`src/rtl/fifo_wr_arbiter.sv`:
```
// Round-robin arbiter that lets one requester at a time burst beats into a
// downstream FIFO write port, releasing on end-of-burst or a beat-count limit.
module fifo_wr_arbiter #(
    parameter int unsigned BITS      = 32,
    parameter int unsigned NREQ      = 4,
    parameter int unsigned MAX_BURST = 8
) (
    input  logic                          wr_clk,
    input  logic                          wr_rst,
    input  logic [NREQ-1:0]               req_valid,
    input  logic [NREQ-1:0]               req_last,
    input  logic [NREQ-1:0][BITS-1:0]     req_data,
    output logic [NREQ-1:0]               req_ready,
    input  logic [NREQ-1:0]               req_enable,
    output logic                          wr_en,
    output logic [BITS-1:0]               wr_data,
    input  logic                          wr_full,
    output logic                          grant_valid,
    output logic [$clog2(NREQ)-1:0]       grant_id
);

    localparam int unsigned IDW = $clog2(NREQ);
    localparam int unsigned CW  = $clog2(MAX_BURST + 1);

    typedef enum logic {
        IDLE,
        LOCKED
    } state_e;

    state_e           state_q, state_d;
    logic [IDW-1:0]   grant_q, grant_d;
    logic [IDW-1:0]   last_q, last_d;
    logic [CW-1:0]    cnt_q, cnt_d;

    logic [NREQ-1:0]  cand;
    logic             found;
    logic [IDW-1:0]   pick;
    int unsigned      idx;

    // First enabled, valid requester after the previous grant holder, circularly.
    always_comb begin
        cand  = req_valid & req_enable;
        found = 1'b0;
        pick  = '0;
        idx   = 0;
        for (int unsigned i = 1; i <= NREQ; i++) begin
            idx = (32'(last_q) + i) % NREQ;
            if (!found && cand[IDW'(idx)]) begin
                found = 1'b1;
                pick  = IDW'(idx);
            end
        end
    end

    always_comb begin
        state_d   = state_q;
        grant_d   = grant_q;
        last_d    = last_q;
        cnt_d     = cnt_q;
        req_ready = '0;
        wr_en     = 1'b0;
        wr_data   = req_data[grant_q];

        case (state_q)
            IDLE: begin
                if (found) begin
                    grant_d = pick;
                    cnt_d   = '0;
                    state_d = LOCKED;
                end
            end
            LOCKED: begin
                // Port is quiet while reset is asserted so an abandoned burst emits nothing.
                req_ready[grant_q] = !wr_full && !wr_rst;
                wr_en              = req_valid[grant_q] && !wr_full && !wr_rst;
                if (wr_en) begin
                    cnt_d = cnt_q + CW'(1);
                    if (req_last[grant_q] || (cnt_d == CW'(MAX_BURST))) begin
                        state_d = IDLE;
                        last_d  = grant_q;
                    end
                end
            end
            default: state_d = IDLE;
        endcase
    end

    always_ff @(posedge wr_clk) begin
        if (wr_rst) begin
            state_q <= IDLE;
            grant_q <= '0;
            last_q  <= IDW'(NREQ - 1);
            cnt_q   <= '0;
        end else begin
            state_q <= state_d;
            grant_q <= grant_d;
            last_q  <= last_d;
            cnt_q   <= cnt_d;
        end
    end

    assign grant_valid = (state_q == LOCKED);
    assign grant_id    = (state_q == LOCKED) ? grant_q : '0;

endmodule

```
`config.mk`:
```
export PLATFORM = sky130hd
export DESIGN_NAME = fifo_wr_arbiter
export DESIGN_NICKNAME = d
export VERILOG_FILES = /design/src/rtl/fifo_wr_arbiter.sv
export SDC_FILE = /design/constraint.sdc
export NUM_CORES = 1
export LEC_CHECK = 0
export ABC_AREA = 1
export BUFFER_PORTS_ARGS = -buffer_cell sky130_fd_sc_hd__clkbuf_2
export CORE_AREA = 2 2 71 73
export CTS_BUF_LIST = sky130_fd_sc_hd__clkbuf_4
export DETAILED_ROUTE_END_ITERATION = 8
export DIE_AREA = 0 0 73 75
export MAX_ROUTING_LAYER = met4
export PLACE_DENSITY = 0.86
export SLEW_MARGIN = 20
export SYNTH_ARGS = -nofsm -noshare
export SYNTH_HDL_FRONTEND = slang
export SYNTH_SLANG_ARGS = --single-unit
```
`constraint.sdc`:
```
create_clock -name wr_clk -period 1.6 [get_ports wr_clk]
set_clock_uncertainty 0.05 [all_clocks]
set_input_delay 0.08 -clock wr_clk [delete_from_list [all_inputs] [get_ports wr_clk]]
set_output_delay 0.08 -clock wr_clk [all_outputs]
set_load 0.02 [all_outputs]
```
* Word-level counts from Yosys, hierarchy flattened *
Index checks and enable logic that the tools add are counted.

storage, ports and cells
  register bits = 9
  input bits = 143
  output and inout bits = 40
  word-level logic and storage cells = 71

cells by class
  add/subtract/negate cells = 5
  $lt $le $gt $ge = 6
  equal/unequal tests = 3
  mux-type cells = 34
  bitwise logic cells = 3
  reduce and logical (&&, ||, !) cells = 16

operators with widths
  operator               count
  $bmux W32 S2           1
  $mux W32               1
  $lt A2 B3 Y1 const B   5
  $mux W1                15
  $bmux W1 S2            6
  $mux W4                3
  $mux W2                5
  $and A4 B4 Y4          2
  $pmux W4 S2            1
  $logic_and A1 B1 Y1    7
  $logic_not A1 Y1       5
  $add A2 B1 Y2 const B  2
  $add A2 B2 Y2 const B  2
  $add A4 B1 Y4 const B  1
  $eq A4 B4 Y1 const B   1
  $reduce_and A2 Y1      2
  $reduce_and A3 Y1      1
  $demux W1 S2           1
  $ge A2 B1 Y1 const B   1
  $ne A2 B1 Y1 const B   1
  $ne A2 B2 Y1 const B   1
  $pmux W1 S2            1
  $logic_or A1 B1 Y1     1
  $not A1 Y1             1

* Logic depth before layout (Yosys ltp) *
  depth in word-level cells = 15
  mapped depth = 12
  mapped depth without buffers = 11

* Least setup slack after synthesis *
Ideal clock, no wire load.

  kind = register to output
  from = register state_q, in the netlist grant_valid
  to = output req_ready[0]
  arrival = 1.339 ns
  required time = 1.470 ns
  setup slack = 0.131 ns
  cell stages (with the launch flop) = 5
  path buffers = 0
  cell sequence = dfxtp_1 -> inv_2 -> nor3_2 -> inv_2 -> nor3_1

on the way
  word-level cells in the longest chain between the ends = 1

ends and longest elaborated chain
  element                   RTL line  RTL
  start: declaration        30        state_e state_q, state_d;
  start signal: assignment  95        state_q <= state_d;
  $mux W4                   64        case (state_q)
  end: declaration          13        output logic [NREQ-1:0] req_ready,

Every way passes these cells.

* Final worst setup path *
  from = register grant_q[0]
  to = register last_q[1]

on the way
  word-level cells in the longest chain between the ends = 5
  elaborated cells between the ends (all ways) = 8
  those cells by class = mux (4); reduce/logical (4)

ends and longest elaborated chain
  element                           RTL line  RTL
  start: declaration                31        logic [IDW-1:0] grant_q, grant_d;
  start signal: assignment          96        grant_q <= grant_d;
  $bmux W1 S2                       75        wr_en = req_valid[grant_q] && !wr_full && !wr_rst;
  $mux W1 (implied by the code)     75
  $logic_and A1 B1 Y1 (2 in a row)  75
  $reduce_and A3 Y1 (no line) (*)   -
  end signal: assignment            92        last_q <= IDW'(NREQ - 1);
  end signal: assignment            97        last_q <= last_d;
  end: declaration                  32        logic [IDW-1:0] last_q, last_d;

Every way passes the cells marked *; elsewhere a longest branch is shown, timed or not. The select of a mux whose other input is x is not followed.
A chain may end at the register's enable or synchronous reset.

==> results.sh <==
export IMPL_p_sw_w=0.001353
export IMPL_grt_first_pass_wirelength_um=12040
export IMPL_vias=2991
export IMPL_worstPathCellList="inv_8 -> nor2_4 -> buf_6 -> a22o_4 -> nor2_4 -> nor2_8 -> buf_6 -> nand2_4 -> inv_2 -> nand2_2 -> nand3_2"
export IMPL_cp_num_buf_inv=4
export IMPL_avgSynthCellArea_um2=5.749
export IMPL_row_count=25
export IMPL_final_area_um2=3239
export IMPL_slew_headroom_pct=81.29
export IMPL_synth_adder_area_share_pct=0.7530
export IMPL_holdPathEnd="cnt_q[3]"
export IMPL_synth_main_ff_cell="dfxtp_1"
export IMPL_crit_type="reg2reg"
export IMPL_met3_usage_pct=5.221
export IMPL_drcViolationCount=0
export IMPL_io_buffers=182
export IMPL_synth_area_um2=1662
export IMPL_sw_frac_of_total_pct=48.81
export IMPL_detailed_place_hpwl_um=6443
export IMPL_use_met2_pct=47.85
export IMPL_area_growth_syn_to_layout_pct=94.95
export IMPL_synthDistinctLibCells=31
export IMPL_fp_dieH_um=75
export IMPL_r2r_end="last_q[1]"
export IMPL_core_um2=4661
export IMPL_period_share_pct=99.06
export IMPL_initial_core_util_pct=35.65
export IMPL_antenna_left=0
export IMPL_fmax_mhz=630.9
export IMPL_ioPinCount=183
export IMPL_cp_required_ns=1.70
export IMPL_holdWs_ns=0.02405
export IMPL_slew_viol_final=0
export IMPL_yosysSeqAreaShare_pct=10.84
export IMPL_busiest_layer="met2"
export IMPL_synth_edf_count=0
export IMPL_worstMarginPinSlew_ns=0.2777
export IMPL_dieArea_um2=5475
export IMPL_clock_sinks=9
export IMPL_cts_root_buffer="clkbuf_4"
export IMPL_worst_setup_path_end_kind="flip-flop"
export IMPL_fin_util_pct=69.50
export IMPL_synth_area_leaders="nand3_1 24%, nand2_1 19%, a22oi_1 14%"
export IMPL_synthCells=289
export IMPL_worstPathArrival_ns=1.68
export IMPL_yosysMostFrequentCell="nand2_1"
export IMPL_ys_ff_latch=9
export IMPL_synth_compound_area_share_pct=19.35
export IMPL_yosys_warnings=0
export IMPL_htreeDepth=1
export IMPL_diodes=0
export IMPL_cp_startpoint="grant_q[0]"
export IMPL_clkPwrFrac_pct=7.4
export IMPL_synth_xor_area_share_pct=0.5271
export IMPL_async_reset_ff_share_pct=0
export IMPL_finalSetupViolations=0
export IMPL_r2r_start="grant_q[0]"
export IMPL_cp_num_cells=11
export IMPL_slowest_delay_ns=0.38
export IMPL_yosys_area_share_simple_pct=57.83
export IMPL_outcome="finished, final reports clean"
export IMPL_antenna_found_initial=0
export IMPL_synthMuxAreaShare_pct=0
export IMPL_cts_tree="built"
export IMPL_cpLargestDelayFamily="simple AND/OR/NAND/NOR gates"
export IMPL_maxCapViolations=0
export IMPL_wl_per_cell_um=17.01
export IMPL_critPathLaunchType="flip-flop"
export IMPL_wl_um=9033
export IMPL_clk_pin_slew_ns=0.07
export IMPL_hp_class="in2reg"
export IMPL_placed_area_um2=2669
export IMPL_gr_usage_met1_pct=37.90
export IMPL_cts_buffers=3
export IMPL_hold_path_startpoint="wr_rst"
export IMPL_gp_congestion=0.9598
export IMPL_hold_buffers=0
export IMPL_pwr_share_comb_pct=82.5
export IMPL_power_w=0.002772
export IMPL_peakVddDrop_uv=727.2
export IMPL_grt_pass1_vias=2556
export IMPL_power_density_nw_per_um2=855.8
export IMPL_r2r_slack_ns=0.02
export IMPL_rsz0062_at_grt="yes"
export IMPL_yosysTopAreaCellShare_pct=24.10
export IMPL_seq_power_share_pct=10.2
export IMPL_drive_gt1_share_pct=58.28
export IMPL_syn_num_nets=433
export IMPL_synthTopCellsByCount="83 x nand2_1, 80 x nand3_1, 31 x a22oi_1"
export IMPL_cts_buffer_depth=2
export IMPL_yosys_area_top_type="nand3_1"
export IMPL_drt_pass1_iter_count=5
export IMPL_grt_use_total_pct=29.21
export IMPL_hold_violations=0
export IMPL_p_leak_nw=1.739
export IMPL_synth_top_family_by_area="simple AND/OR/NAND/NOR gates"
export IMPL_finish_net_count=622
export IMPL_crit_slowest_cell="dfxtp_4"
export IMPL_die_x_um=73
export IMPL_grt_overflow=0
export IMPL_viasPerCell=5.633
export IMPL_grt_max_degree=22
export IMPL_hold_path_depth=2
export IMPL_insertion_delay_ns=0.27
export IMPL_p_int_w=0.001419
export IMPL_path_max_fanout=5
export IMPL_finalCriticalPeriod_ns=1.585
export IMPL_reg2reg_depth=11
export IMPL_drt_iter0_markers=210
-- placed cells by master (no fill, tap or decap), types with 9 or more instances in the layout --
cell type    n
nand3_2     12
inv_1        9
nor2_1      10
a22oi_2     24
buf_4       18
clkbuf_2   148
nand3_1     70
nand2_1     81
nand2_2     10
buf_6       19
-- sequential cells by signal, indices dropped and copies added, names as in the netlist --
name         count
cnt_q            4
last_q           2
grant_q          2
grant_valid      1
-- worst max-delay path by stage --
stage / endpoint
final: last_q[1]
after global routing: last_q[1]
after CTS: wr_data[8]
after detailed placement: wr_data[9]
after global placement: wr_data[7]
after floorplan: req_ready[0]
-- power by group through the flow --
stage / Sequential [W] / Combinational, W / Clock [W]
after floorplan: 0.000258 / 0.00104 / 0
after global routing: 0.000286 / 0.00242 / 0.000217
after global placement: 0.000278 / 0.00165 / 0
after detailed placement: 0.000280 / 0.00166 / 0
final: 0.000282 / 0.00229 / 0.000204
after CTS: 0.000280 / 0.00193 / 0.000211
-- metal layers --
layer / vias to the layer above / wire length [µm]
met3: 28 / 845
met4: 0 / 167
met2: 216 / 4468
met5: - / 0
li1: 1391 / -
met1: 1356 / 3551
-- stage by stage --
step	std cells	TNS (ns)	worst slack, ns
after global routing	531	-0.4150	-0.04756
after CTS	528	-0.3897	-0.04892
after floorplan	289	0	0.1313
after detailed placement	516	0	0.04202
after global placement	516	0	0.1111
final	531	0	0.01508
-- area by class of cell --
type / instances / area (µm²)
inverter: 16 / 77.57
timing repair buffer: 204 / 1379
fill: 393 / 1421
tap: 54 / 67.56
sequential: 9 / 191.4
multi-input combinational: 244 / 1494
clock buffer: 4 / 30.03
-- cell families (layout without fill, tap and decap cells) --
family                     after synthesis  after routing
and+or+nand+nor                        197            197
xor gates and xnor gates                 1              1
DFF                                      9              9
buffers and inverters                   36            224
AOI/OAI and AO/OA                       45             45
adders and majority gates                1              1
-- what timing repair did --
| action | in CTS | in global routing |
|---|---|---|
| gates cloned | 2 | 1 |
| pin swaps | 6 | 20 |
| endpoints found under the setup margin | 37 | 41 |
| buffers inserted | 6 | 3 |
| gates resized for setup | 45 | 97 |
(Power assumes the default switching activity.)
